### src/rtl/dem_dwa_encoder.sv
// DEM encoder for the hi/lo current-steering cell arrays: static thermometer, DWA rotation or ramp pattern.
// Optional build macro DEM_DITHER_EN adds an LFSR that occasionally bumps the rotation pointers by one cell.
module dem_dwa_encoder #(
  parameter int CELLS      = 10,
  parameter int CODE_W     = 4,
  parameter int STEPS      = 4,
  parameter int PAT_INC_HI = 3,
  parameter int PAT_INC_LO = 2
) (
  input  logic              i_sys_clk,
  input  logic              i_reset,
  input  logic [1:0]        i_mode,
  input  logic              i_dem_dis,
  input  logic              i_valid,
  input  logic [CODE_W-1:0] i_code_hi,
  input  logic [CODE_W-1:0] i_code_lo,
  output logic              o_valid,
  output logic [CELLS-1:0]  o_cs_cell_hi,
  output logic [CELLS-1:0]  o_cs_cell_lo,
  output logic              o_code_err,
  output logic [CODE_W-1:0] o_ptr_hi,
  output logic [CODE_W-1:0] o_ptr_lo
);

  localparam int K_MAX = 2 * STEPS + 1;
  localparam int K_W   = $clog2(K_MAX + 1);
  localparam logic [CODE_W-1:0] CELLS_C = CODE_W'(CELLS);
  localparam logic [CODE_W+1:0] CELLS_W = (CODE_W + 2)'(CELLS);
  localparam logic [K_W-1:0]    K_LAST  = K_W'(K_MAX);

  typedef enum logic [1:0] {
    MODE_STATIC     = 2'b00,
    MODE_DWA        = 2'b01,
    MODE_PAT        = 2'b10,
    MODE_STATIC_ALT = 2'b11
  } mode_e;

  mode_e             mode;
  logic [K_W-1:0]    pat_k;
  logic              pat_mode;
  logic              rot_mode;
  logic              accept;
  logic              code_err;
  logic              ptr_upd;
  logic              dith;
  int                level;
  logic [CODE_W-1:0] code_hi_sel;
  logic [CODE_W-1:0] code_lo_sel;
  logic [CODE_W-1:0] map_ptr_hi;
  logic [CODE_W-1:0] map_ptr_lo;
  logic [CELLS-1:0]  hi_map;
  logic [CELLS-1:0]  lo_map;
  logic [CODE_W-1:0] ptr_hi_nxt;
  logic [CODE_W-1:0] ptr_lo_nxt;

  assign mode = mode_e'(i_mode);

  function automatic logic [CODE_W-1:0] clamp_code(input logic [CODE_W-1:0] c);
    return (c > CELLS_C) ? CELLS_C : c;
  endfunction

  function automatic logic [CODE_W-1:0] pat_code(input int prod);
    return (prod > CELLS) ? CELLS_C : CODE_W'(prod);
  endfunction

  // Cell j is on when its distance past the pointer (mod CELLS) is below the code.
  function automatic logic [CELLS-1:0] map_cells(input logic [CODE_W-1:0] c,
                                                 input logic [CODE_W-1:0] p);
    logic [CELLS-1:0] v;
    int d;
    v = '0;
    for (int j = 0; j < CELLS; j++) begin
      d = j - int'(p);
      if (d < 0) d = d + CELLS;
      v[j] = (d < int'(c));
    end
    return v;
  endfunction

  // Sum can reach 2*CELLS with dither, hence two conditional wraps.
  function automatic logic [CODE_W-1:0] advance(input logic [CODE_W-1:0] p,
                                                input logic [CODE_W-1:0] c,
                                                input logic extra);
    logic [CODE_W+1:0] sum;
    sum = {2'b00, p} + {2'b00, c} + {{(CODE_W + 1){1'b0}}, extra};
    if (sum >= CELLS_W) sum = sum - CELLS_W;
    if (sum >= CELLS_W) sum = sum - CELLS_W;
    return sum[CODE_W-1:0];
  endfunction

`ifdef DEM_DITHER_EN
  logic [6:0] lfsr;

  always_ff @(posedge i_sys_clk or posedge i_reset) begin
    if (i_reset) lfsr <= 7'h5A;
    else         lfsr <= {lfsr[5:0], lfsr[6] ^ lfsr[5]};
  end

  assign dith = lfsr[0];
`else
  assign dith = 1'b0;
`endif

  always_comb begin
    pat_mode = (mode == MODE_PAT);
    rot_mode = pat_mode || (mode == MODE_DWA);
    accept   = pat_mode || i_valid;
    code_err = !pat_mode && i_valid && ((i_code_hi > CELLS_C) || (i_code_lo > CELLS_C));
    ptr_upd  = accept && rot_mode && !i_dem_dis;

    level = (int'(pat_k) <= STEPS) ? int'(pat_k) : (K_MAX - int'(pat_k));

    if (pat_mode) begin
      code_hi_sel = pat_code(level * PAT_INC_HI);
      code_lo_sel = pat_code(level * PAT_INC_LO);
    end else begin
      code_hi_sel = clamp_code(i_code_hi);
      code_lo_sel = clamp_code(i_code_lo);
    end

    map_ptr_hi = rot_mode ? o_ptr_hi : '0;
    map_ptr_lo = rot_mode ? o_ptr_lo : '0;
    hi_map     = map_cells(code_hi_sel, map_ptr_hi);
    lo_map     = map_cells(code_lo_sel, map_ptr_lo);
    ptr_hi_nxt = advance(o_ptr_hi, code_hi_sel, dith);
    ptr_lo_nxt = advance(o_ptr_lo, code_lo_sel, dith);
  end

  // Pattern index sits at 0 outside pattern mode, so entry always starts at level 0.
  always_ff @(posedge i_sys_clk or posedge i_reset) begin
    if (i_reset) begin
      o_valid      <= 1'b0;
      o_code_err   <= 1'b0;
      o_cs_cell_hi <= '0;
      o_cs_cell_lo <= '0;
      o_ptr_hi     <= '0;
      o_ptr_lo     <= '0;
      pat_k        <= '0;
    end else begin
      o_valid    <= accept;
      o_code_err <= code_err;
      if (accept) begin
        o_cs_cell_hi <= hi_map;
        o_cs_cell_lo <= lo_map;
      end
      if (ptr_upd) begin
        o_ptr_hi <= ptr_hi_nxt;
        o_ptr_lo <= ptr_lo_nxt;
      end
      if (!pat_mode)            pat_k <= '0;
      else if (pat_k == K_LAST) pat_k <= '0;
      else                      pat_k <= pat_k + 1'b1;
    end
  end

endmodule

### config.mk
export PLATFORM = sky130hd
export DESIGN_NAME = dem_dwa_encoder
export DESIGN_NICKNAME = d
export VERILOG_FILES = /design/src/rtl/dem_dwa_encoder.sv
export SDC_FILE = /design/constraint.sdc
export NUM_CORES = 1
export LEC_CHECK = 0
export CORE_ASPECT_RATIO = 0.9
export CORE_MARGIN = 2
export CORE_UTILIZATION = 42
export CTS_CLUSTER_SIZE = 30
export DETAILED_ROUTE_END_ITERATION = 10
export GPL_TIMING_DRIVEN = 1
export HOLD_SLACK_MARGIN = 0.1
export PLACE_DENSITY = 0.68
export REMOVE_ABC_BUFFERS = 1
export SYNTH_ARGS = -nofsm -noshare
export SYNTH_HDL_FRONTEND = slang
export SYNTH_SLANG_ARGS = --single-unit
export TNS_END_PERCENT = 10
### constraint.sdc
create_clock -name i_sys_clk -period 16.6 [get_ports i_sys_clk]
set_input_delay 3.32 -clock i_sys_clk [delete_from_list [all_inputs] [get_ports i_sys_clk]]
set_output_delay 3.32 -clock i_sys_clk [all_outputs]
set_load 0.1 [all_outputs]
# Word level (Yosys, flattened, before mapping)
# Index checks and enable logic that the tools add are counted.
word_totals:
  register_bits: 34
  elab_cells: 152
classes:
  mul: 1
  n_addsub: 48
  eq_ne: 3
  n_reduce_logical: 9
  magnitude_cmp: 49
  n_mux: 35
op_table:
  columns: ["op", "n"]
  rows:
  - ["2-to-1 mux 32 bit", 21]
  - ["less-than comparator 32 x 5 -> 1 bit", 20]
  - ["adder 5 x 5 -> 6 bit (second input constant)", 20]
  - ["less-than comparator 5 x 1 -> 1 bit (second input constant)", 20]
  - ["> comparator 32 x 5 -> 1 bit (second input constant)", 2]
  - ["2-to-1 mux 4 bit", 12]
  - ["subtractor 3 x 4 -> 5 bit (first input constant)", 8]
  - ["multiplier 32 x 3 -> 32 bit (second input constant)", 1]
  - ["subtractor 4 x 4 -> 5 bit (first input constant)", 5]
  - ["subtractor 1 x 4 -> 5 bit (first input constant)", 4]
  - ["subtractor 2 x 4 -> 5 bit (first input constant)", 4]
  - [">= comparator 6 x 4 -> 1 bit (second input constant)", 2]
  - ["2-to-1 mux 6 bit", 2]
  - ["subtractor 5 x 4 -> 6 bit (second input constant)", 2]
  - ["adder 4 x 4 -> 5 bit", 2]
  - [">= comparator 5 x 4 -> 1 bit (second input constant)", 2]
  - ["> comparator 4 bit (second input constant)", 2]
  - ["subtractor 4 bit (second input constant)", 2]
  - ["adder 4 x 1 -> 4 bit (second input constant)", 1]
  - ["equality test 4 bit (second input constant)", 1]
  - ["<= comparator 4 x 3 -> 1 bit (second input constant)", 1]
  - ["logical AND 1 bit", 4]
  - ["logical OR 1 bit", 3]
  - ["equality test 2 x 1 -> 1 bit (second input constant)", 1]
  - ["other kinds (2)", 3]

# Longest topological paths before layout
# Gate-level depths: netlist (run 1).
logic_depth:
  depth_word: 11
  depth_mapped: 31

# Worst setup path before layout (run 1)
# Ideal clock, no wire load.
synth_path:
  kind: "input-to-reg"
  from: "input i_mode[0]"
  to: "register o_ptr_hi[3]"
  slack_ns: 9.868
  t_arrival_ns: 6.649
  t_required_ns: 16.517
  setup_ns: 0.083
  cell_stages: 19
  cell_sequence: "inv_1 ha_1 buf_2 inv_1 a21oi_1 a22o_1 and2_1 ha_1 inv_1 fa_1 xor2_1 ha_1 nor2b_1 o221a_2 o32ai_1 ha_1 o311ai_0 o21ai_0 o21ai_0"
synth_via:
  elab_chain_len: 7
  word_cells_on_any_way: 14
  classes_between: "add/sub (3); order compare (2); eq/ne (2); mux (3); reduce/logical (4)"
synth_rtl:
  columns: ["item", "line", "source"]
  rows:
  - ["start, declared", "12", "input logic [1:0] i_mode,"]
  - ["equality test 2 bit", "105", "pat_mode = (mode == MODE_PAT);"]
  - ["2-to-1 mux 4 bit", "113", "if (pat_mode) begin"]
  - ["adder 4 x 4 -> 5 bit", "85", "sum = {2'b00, p} + {2'b00, c} + {{(CODE_W + 1){1'b0}}, extra};"]
  - ["subtractor 5 x 4 -> 6 bit or >= comparator 5 x 4 -> 1 bit (tied branches)", "86", "if (sum >= CELLS_W) sum = sum - CELLS_W;"]
  - ["2-to-1 mux 6 bit", "86", null]
  - [">= comparator 6 x 4 -> 1 bit or subtractor 4 bit (tied branches)", "87", "if (sum >= CELLS_W) sum = sum - CELLS_W;"]
  - ["2-to-1 mux 4 bit", "87", null]
  - ["end signal, assigned", "147", "o_ptr_hi <= ptr_hi_nxt;"]
  - ["end, declared", "21", "output logic [CODE_W-1:0] o_ptr_hi,"]
# Parallel ways exist; a longest one is shown, timed or not.
# A chain may end at the register's enable or synchronous reset.

# Worst setup path after layout (run 1)
layout_path:
  from: "input i_mode[1]"
  to: "register o_ptr_hi[3]"
# The elaborated chain is that of the path after synthesis.

==> results.yml, run 1 <==
run:
  maxCapViolations: 0
setup_path:
  slowest_delay_ns: 0.46
  end_kind: "flip-flop"
  cp.arrival_ns: 7.76
  path_cells: "clkdlybuf4s50_1 -> ha_1 -> inv_1 -> a21oi_1 -> a22o_1 -> and2_1 -> ha_1 -> inv_1 -> fa_1 -> xor2_1 -> ha_1 -> nor2b_1 -> o221a_2 -> o32ai_1 -> ha_1 -> o311ai_0 -> o21ai_0 -> o21ai_0"
  reg2reg_to: "o_ptr_hi[3]$_DFFE_PP0P_"
  cp_slowest_cell: "clkdlybuf4s50_1"
  start_kind: "input pin"
  reg2reg_slack_ns: 9.67
  reg2reg_depth: 30
  required_ns: 16.82
  r2r_start: "pat_k[1]$_DFF_PP0_"
  critPathMaxFanout: 10
  cp_common_cell: "ha_1"
  crit_type: "in -> reg"
clocking:
  clockBufferDepth: 2
  clk_pin_slew_ns: 0.06
  cts_sinks: 34
  cts_inserted_buffers: 5
  cts_root_buffer: "clkbuf_16"
  tritoncts: "done"
  cts.repair.resized: 0
  clk_latency_ns: 0.30
  cts_setup_buffers: 0
  h-tree-depth: 2
  cts_hold_buf: 0
sta:
  finalSetupViolations: 0
  max-slew-margin-rel_pct: 33.06
  max_freq_mhz: 132.7
  worstMarginPinSlew_ns: 0.9964
  hold_viol: 0
  fin_crit_sh_pct: 45.41
  rsz0062_at_grt: "no"
  finClkSkew_ns: 0.006873
  slew_violations: 0
  tns_ns: 0
  min_period_ns: 7.537
pwr:
  p_total_mw: 1.457
  power_density_nw_per_um2: 211.8
  leakage_nw: 3.243
  ir_drop_uv: 109.0
final_layout:
  fin_util_pct: 48.78
  drive_gt1_share_pct: 4.987
  syn2layout_area_growth_pct: 12.59
  nets: 939
  fill_cells: 1369
  antennaDiodeCount: 0
grt:
  grt-ovfl-total: 0
  first_global_vias: 5279
  antenna_found_initial: 0
  grt_pass1_wl_um: 26480
  gr-usage-all-layers_pct: 20.38
  grt_max_degree: 35
floorplan:
  ios: 44
  die_x_um: 131.2
  rows: 41
  dieArea_um2: 15540
  core_um2: 14110
  start_util_pct: 43.33
  die_h_um: 118.4
logic_synthesis:
  synthArstFlopShare_pct: 100.0
  synthCells: 750
  synth_top_family_by_area: "adder cells"
  synth_edf_count: 0
  synth_top_area_share_pct: 28.86
  synth_xor_xnor_area_share_pct: 5.855
  yosysWarnings: 0
  synthAdderAreaFrac_pct: 29.85
  synth.area.top_cells: "ha_1, dfrtp_1, a21oi_1"
  ys_types: 77
  post-synth-top-area-cell: "ha_1"
  synth_compound_area_share_pct: 27.08
  syn_area_um2: 6112
  ys_seq_area_share_pct: 13.92
  avgSynthCellArea_um2: 8.149
  ys.flop_type: "dfrtp_1"
  synth-seq-cells: 34
  synth_simple_gate_area_share_pct: 15.13
  synth.area.mux_share_pct: 2.764
worst_hold_path:
  hold_depth: 2
  hp-start: "o_cs_cell_lo[5]$_DFFE_PP0N_"
  hold_path_end: "o_cs_cell_lo[5]$_DFFE_PP0N_"
  hp-class: "reg -> reg"
drt:
  firstDrtPassIters: 5
  detail-route-antenna-nets: 0
  wire_per_inst_um: 15.93
  initialDrtViolationCount: 387
  wl_um: 15540
  post-route-drc-count: 0
  avgViaCountPerCell: 5.624
  num_vias: 5483
placed_design:
  gp_congestion: 0.8659
  hpwl_um: 11770
  io_buffers: 43
status:
  status: "complete, no violations"
==> power breakdown <==
part           internal [mW]  leakage, nW  switching (mW)
Combinational          0.440         2.75           0.743
Sequential             0.118        0.406          0.0427
Clock                 0.0704       0.0836          0.0430
Total                  0.628         3.24           0.829
==> registers in the layout, summed over array words and instances (netlist names) <==
register      cells
o_cs_cell_hi     10
o_cs_cell_lo     10
o_ptr_hi          4
o_ptr_lo          4
pat_k             4
o_code_err        1
o_valid           1
==> worst max path at each step <==
| stage | from | endpoint | depth (start not counted) |
|---|---|---|---|
| global placement | i_mode[0] | o_ptr_hi[3]$_DFFE_PP0P_ | 19 |
| global route | i_mode[0] | o_ptr_hi[3]$_DFFE_PP0P_ | 19 |
| detailed placement | i_mode[1] | o_ptr_hi[3]$_DFFE_PP0P_ | 18 |
| finish | i_mode[1] | o_ptr_hi[3]$_DFFE_PP0P_ | 18 |
| CTS | i_mode[1] | o_ptr_hi[3]$_DFFE_PP0P_ | 18 |
| floorplan | i_mode[0] | o_ptr_hi[3]$_DFFE_PP0P_ | 18 |
==> cell usage in the layout (no fill, tap or decap), types with 5 or more instances in the layout <==
cell               n
inv_1             58
a31oi_1           11
or3_1              5
o211ai_1          10
o21ai_0           42
mux2i_1            9
nor3_1            14
a21o_1            18
nor2_1            47
ha_1             141
dfrtp_1           34
and3_1             6
xnor2_1           25
o22a_1             5
xor2_1            14
a2111oi_0          8
clkbuf_16          5
nor2b_1           15
nand2b_1          12
a211oi_1           9
a21oi_1           61
mux2_2             7
clkdlybuf4s50_1   43
nand3_1            9
nand2_1           66
a211o_1           10
==> critical path: cells and delay by family <==
kind                       cells  cell delay, ns
AOI/OAI and AO/OA              7            1.49
adders and majority gates      5            1.48
buffers and inverters          3            0.74
and+or+nand+nor                2            0.36
xor gates and xnor gates       1            0.37
==> synth_stat cells, types with 4 or more instances <==
cell type,n
and2_1,4
mux2_2,7
nand2_1,66
ha_1,141
a22o_1,4
a21oi_1,61
a21o_1,18
o21ai_0,42
inv_1,58
or3_1,5
a31oi_1,11
o22a_1,5
a22oi_1,4
nor2_1,48
a211oi_1,9
xor2_1,14
a2111oi_0,8
nor2b_1,15
nand3_1,9
a21boi_0,4
a32oi_1,4
a211o_1,10
o31ai_1,4
clkbuf_1,16
mux2i_1,9
xnor2_1,25
nand2b_1,12
and3_1,6
o211ai_1,10
dfrtp_1,34
nor3_1,14
==> routing by layer <==
metal | routed length [um] | global-route usage, %
met1 | 8142 | 29.90
met2 | 6435 | 31.09
met3 | 676 | 2.531
met5 | 0 | 0
met4 | 282 | 6.182
==> area by class of cell <==
cell class              count  area, um2  area share (%)
inverters                  63      237.7           3.455
repair buffers             46      452.9           6.582
clock inverters             3      40.04          0.5818
clock buffers               5      125.1           1.818
multi-input cells         631       4933           71.69
well taps                 193      241.5           3.509
flip-flops and latches     34      850.8           12.36
==> metrics by stage <==
stage	setup WS [ns]	cell area, um2	cells	hold slack [ns]
6_report	9.063	6882	975	0.4852
5_1_grt	8.660	6882	975	0.5098
3_5_place_dp	8.813	6716	967	0.4768
3_3_place_gp	8.968	6716	967	0.4602
4_1_cts	9.125	6882	975	0.4909
2_1_floorplan	9.812	6020	728	0.5074
==> cells by family (layout without fill, tap and decap cells) <==
group	count (synthesis)	in the layout
fa+ha+maj	144	144
flops	34	34
buf+inv	85	117
xor+xnor	40	40
simple gates	194	194
compound gates	237	237
mux	16	16
Power figures use the tool's default switching activity.
==> run 2, diff against run 1 <==
==> constraint.sdc (replaced) <==
create_clock -name i_sys_clk -period 7.1 [get_ports i_sys_clk]
set_input_delay 1.42 -clock i_sys_clk [delete_from_list [all_inputs] [get_ports i_sys_clk]]
set_output_delay 1.42 -clock i_sys_clk [all_outputs]
set_load 0.1 [all_outputs]
==> run 2 against run 1 <==
  * Final cell count rose by 0.10%
  * Global-route usage rose by 0.43 points
  * Largest cell class unchanged
  * Total power rose by 130%
  * Critical path depth rose by 12
  * Via count rose by 0.26%
  * Largest power group unchanged
  * Clock skew rose by 0.0015 ns
  * Register-to-register slack got worse by 9.0 ns
==> results.yml, run 2 (same netlist as run 1, synthesis figures left out) <==
setup_path:
  required_ns: 7.32
  cp_common_cell: "ha_1"
  start_kind: "flip-flop"
  slowest_delay_ns: 0.48
  cp_slowest_cell: "fa_1"
  cp.arrival_ns: 6.63
  critPathMaxFanout: 11
  crit_type: "reg -> reg"
  end_kind: "flip-flop"
final_layout:
  layout_common_cells: "ha_1, nand2_1, a21oi_1"
  regArea_um2: 852.1
  drive_gt1_share_pct: 5.364
  reg_top3: "o_cs_cell_hi: 10 flops, o_cs_cell_lo: 10 flops"
  nets: 940
  layout_commonest_cell: "ha_1"
  antennaDiodeCount: 0
  fill_cells: 1363
  final_cell_area_um2: 6880
  syn2layout_area_growth_pct: 12.57
  multi_input_comb_area_um2: 4941
floorplan:
  rows: 41
  die_x_um: 131.2
  core_um2: 14110
  die_h_um: 118.4
  ios: 44
  dieArea_um2: 15540
  start_util_pct: 43.33
clocking:
  clockBufferDepth: 2
  clk_latency_ns: 0.30
  tritoncts: "done"
  cts_sinks: 34
  cts_inserted_buffers: 5
  clk_pin_slew_ns: 0.07
  cts_root_buffer: "clkbuf_16"
  h-tree-depth: 2
status:
  status: "complete, no violations"
placed_design:
  hpwl_um: 11600
  gp_congestion: 0.9096
  placed_area_um2: 6716
  io_buffers: 43
  dp_slack_ns: 0.4133
sta:
  finClkSkew_ns: 0.008377
  worstMarginPinSlew_ns: 0.9752
  fin_crit_sh_pct: 90.31
  max-slew-margin-rel_pct: 34.78
  max_freq_mhz: 156.0
  min_period_ns: 6.412
  finalSetupViolations: 0
  tns_ns: 0
  slew_violations: 0
  layout_setup_ws_ns: 0.6878
  hold_viol: 0
run:
  maxCapViolations: 0
drt:
  wire_per_inst_um: 15.75
  firstDrtPassIters: 5
  avgViaCountPerCell: 5.632
  num_vias: 5497
  post-route-drc-count: 0
  initialDrtViolationCount: 437
  detail-route-antenna-nets: 0
  wl_um: 15380
pwr:
  p_total_mw: 3.386
  ir_drop_uv: 262.3
  power_density_nw_per_um2: 492.1
  leakage_nw: 3.236
grt:
  grt-ovfl-total: 0
  gr-usage-all-layers_pct: 20.82
  grt_pass1_wl_um: 26990
  grt_max_degree: 35
  antenna_found_initial: 0
  first_global_vias: 5397
worst_hold_path:
  hp-class: "reg -> reg"
run 2: cell count changes in the layout (fill, tap and decap cells not counted), sizes merged:
cell    change
buf         +1
clkbuf      +2
bufinv      -1
clkinv      -1
run 2: cell type report:
type	count	area share, %
repair buffers	47	6.692
well taps	193	3.510
multi-input cells	631	71.81
flip-flops and latches	34	12.38
inverters	63	3.455
clock inverters	1	0.07274
clock buffers	7	2.073
run 2: what timing repair did:
action	4_1_cts	5_1_grt
resized for setup	0	3
endpoints found under the hold margin	0	0
setup endpoints to repair	0	2
buffers inserted	0	1
hold buffers	0	0
run 2: layer usage:
layer | global-route usage [%] | share of wire, % | vias to the layer above
met3 | 2.488 | 3.6 | 11
li1 | - | - | 2822
met4 | 4.076 | 1.0 | 0
met1 | 30.87 | 52 | 2560
met2 | 32.50 | 43 | 104
met5 | 0 | 0 | -
run 2: worst max-delay path, delay by kind of cell, from the launching register on:
kind / cells / cell delay [ns]
simple gates: 8 / 1.06
buf+inv: 4 / 0.45
fa+ha+maj: 8 / 2.27
flops: 1 / 0.47
xor+xnor: 1 / 0.29
compound gates: 9 / 1.79
run 2: where the power goes:
part / internal, mW / switching [mW]
clock network: 0.140 / 0.102
registers: 0.276 / 0.100
logic: 1.03 / 1.74
total: 1.45 / 1.94
run 2: worst paths after layout:
| check | from | to | cells after the start | slack, ns |
|---|---|---|---|---|
| worst max-delay path | pat_k[1]$_DFF_PP0_ | o_ptr_hi[3]$_DFFE_PP0P_ | 30 | 0.69 |
| worst min-delay path | o_cs_cell_lo[5]$_DFFE_PP0N_ | o_cs_cell_lo[5]$_DFFE_PP0N_ | 2 | 0.49 |
| worst max register to register | pat_k[1]$_DFF_PP0_ | o_ptr_hi[3]$_DFFE_PP0P_ | 30 | 0.69 |
| worst min register to register | o_cs_cell_lo[5]$_DFFE_PP0N_ | o_cs_cell_lo[5]$_DFFE_PP0N_ | 2 | 0.49 |
| max in group asynchronous | i_reset | pat_k[1]$_DFF_PP0_ | 3 | 5.18 |
| min in group asynchronous | i_reset | o_cs_cell_lo[1]$_DFFE_PP0N_ | 3 | 1.55 |
run 2: per-stage QoR:
step                      utilization [%]  std cells  hold slack [ns]
final                               48.77        976           0.4892
after detailed placement            47.61        967           0.4807
after global placement              47.61        967           0.4692
after global routing                48.77        976           0.5084
after CTS                           48.66        975           0.4938
after floorplan                         -        728           0.5074
==> run 3, diff against run 2 <==
--- a/config.mk
+++ b/config.mk
@@ -5,7 +5,7 @@
 export SDC_FILE = /design/constraint.sdc
 export NUM_CORES = 1
 export LEC_CHECK = 0
-export CORE_ASPECT_RATIO = 0.9
+export CORE_ASPECT_RATIO = 0.8
 export CORE_MARGIN = 2
 export CORE_UTILIZATION = 42
 export CTS_CLUSTER_SIZE = 30
@@ -14,6 +14,7 @@
 export HOLD_SLACK_MARGIN = 0.1
 export PLACE_DENSITY = 0.68
 export REMOVE_ABC_BUFFERS = 1
+export SLEW_MARGIN = 20
 export SYNTH_ARGS = -nofsm -noshare
 export SYNTH_HDL_FRONTEND = slang
 export SYNTH_SLANG_ARGS = --single-unit
==> run 3 against run 2 <==
  * First-iteration DRC count shrank 3.9%
  * Register-to-register slack lost 0.09 ns
  * Total power grew 1.4%
  * Die area is essentially flat
  * Critical path type unchanged
  * Sequential share of layout area decreased by 0.054 points
  * Non-clock buffer count grew 2
==> results.yml, run 3 (same netlist as run 1, synthesis figures left out) <==
pwr:
  power_density_nw_per_um2: 497.5
  leakage_nw: 3.259
  ir_drop_uv: 246.1
final_layout:
  fill_cells: 1421
  syn2layout_area_growth_pct: 12.90
  fin_util_pct: 48.43
  nets: 942
  layout_commonest_cell: "ha_1"
  layout_common_cells: "ha_1, nand2_1, a21oi_1"
  antennaDiodeCount: 0
  reg_top3: "o_cs_cell_hi: 10 flops, o_cs_cell_lo: 10 flops"
  regArea_um2: 850.8
  drive_gt1_share_pct: 5.478
  final_cell_area_um2: 6900
  multi_input_comb_area_um2: 4941
floorplan:
  core_um2: 14250
  start_util_pct: 42.90
  rows: 39
  die_h_um: 111.9
  die_x_um: 138.9
  ios: 44
  dieArea_um2: 15540
sta:
  rsz0062_at_grt: "no"
  max_freq_mhz: 153.7
  finClkSkew_ns: 0.005131
  hold_viol: 0
  worstMarginPinSlew_ns: 0.9948
  slew_violations: 0
  min_period_ns: 6.506
  fin_crit_sh_pct: 91.64
  tns_ns: 0
  finalSetupViolations: 0
  max-slew-margin-rel_pct: 33.47
drt:
  firstDrtPassIters: 5
  avgViaCountPerCell: 5.778
  post-route-drc-count: 0
  wl_um: 15800
  initialDrtViolationCount: 420
  detail-route-antenna-nets: 0
  wire_per_inst_um: 16.31
  num_vias: 5599
setup_path:
  path_buf_inv: 5
  crit_type: "reg -> reg"
  end_kind: "flip-flop"
  cp_slowest_cell: "fa_1"
  start_kind: "flip-flop"
  cp_common_cell: "ha_1"
  critPathMaxFanout: 9
  required_ns: 7.33
  cp_top_family: "adder cells"
  reg2reg_slack_ns: 0.59
  slowest_delay_ns: 0.66
  cp.arrival_ns: 6.73
grt:
  use_met2_pct: 30.02
  grt-ovfl-total: 0
  grt.busiest_layer: "met1"
  grt_max_degree: 35
  met1_usage_pct: 31.83
  antenna_found_initial: 0
  grt_pass1_wl_um: 26450
  first_global_vias: 5258
  gr-usage-all-layers_pct: 20.78
  met3_usage_pct: 2.882
placed_design:
  io_buffers: 43
  hpwl_um: 11790
  gp_congestion: 0.9232
  placed_area_um2: 6720
run:
  maxCapViolations: 0
clocking:
  clk_latency_ns: 0.30
  clockBufferDepth: 2
  tritoncts: "done"
  h-tree-depth: 2
  clk_pin_slew_ns: 0.07
  cts_inserted_buffers: 5
  cts_sinks: 34
  cts_root_buffer: "clkbuf_16"
worst_hold_path:
  hp-class: "reg -> reg"
status:
  status: "complete, no violations"
## run 3: changes by cell type in the layout (fill, tap and decap cells not counted)
| cell | before | now |
|---|---|---|
| buf_4 | 4 | 6 |
| bufinv_16 | 0 | 1 |
| clkbuf_1 | 1 | 0 |
| clkbuf_8 | 1 | 0 |
| clkinv_2 | 2 | 3 |
| dfrtp_1 | 33 | 34 |
| dfrtp_2 | 1 | 0 |
| inv_1 | 57 | 58 |
| inv_2 | 3 | 2 |
## run 3: repair_timing
item	4_1_cts	5_1_grt
setup endpoints to repair	0	2
buffers inserted	0	1
hold buffers	0	0
resized for setup	0	1
## run 3: worst paths after layout
check | from | cells past startpoint | to
hold / removal | o_cs_cell_lo[4]$_DFFE_PP0N_ | 2 | o_cs_cell_lo[4]$_DFFE_PP0N_
max in group asynchronous | i_reset | 3 | o_cs_cell_hi[8]$_DFFE_PP0N_
min in group asynchronous | i_reset | 3 | o_ptr_lo[0]$_DFFE_PP0P_
setup / recovery | pat_k[1]$_DFF_PP0_ | 31 | o_ptr_hi[3]$_DFFE_PP0P_
hold reg to reg | o_cs_cell_lo[4]$_DFFE_PP0N_ | 2 | o_cs_cell_lo[4]$_DFFE_PP0N_
setup reg to reg | pat_k[1]$_DFF_PP0_ | 31 | o_ptr_hi[3]$_DFFE_PP0P_
## run 3: final cells by class
type	instances	share of cell area (%)
Multi-Input combinational cell	631	71.60
Sequential cell	34	12.33
Timing Repair Buffer	49	6.890
Inverter	63	3.445
Tap cell	184	3.336
Clock buffer	5	1.813
Clock inverter	3	0.5802
## run 3: worst min-delay path, stage by stage (launching register included)
cell and delay, ns:
dfrtp_1 0.34, nand2_1 0.05, nand3_1 0.05
## run 3: per-stage QoR
step | cells | hold WS (ns) | worst slack, ns | power [mW]
finish | 969 | 0.4807 | 0.5936 | 3.433
CTS | 968 | 0.4840 | 0.3198 | 3.422
global placement | 960 | 0.4680 | 0.5702 | 3.100
global route | 969 | 0.5165 | 0.008833 | 3.773
detailed placement | 960 | 0.4695 | 0.3589 | 3.125
floorplan | 728 | 0.5074 | 1.083 | 2.551
## run 3: routing by layer
layer / up-vias / part of all wire (%)
met5: - / 0
met1: 2625 / 53
met4: 0 / 1.6
met3: 20 / 4.5
met2: 132 / 41
li1: 2822 / -
## run 3: report_power, final
group          switching [mW]  total [mW]  internal [mW]
combinational            1.75        2.78           1.03
sequential             0.0988       0.374          0.276
clock                   0.109       0.274          0.165
total                    1.96        3.43           1.47
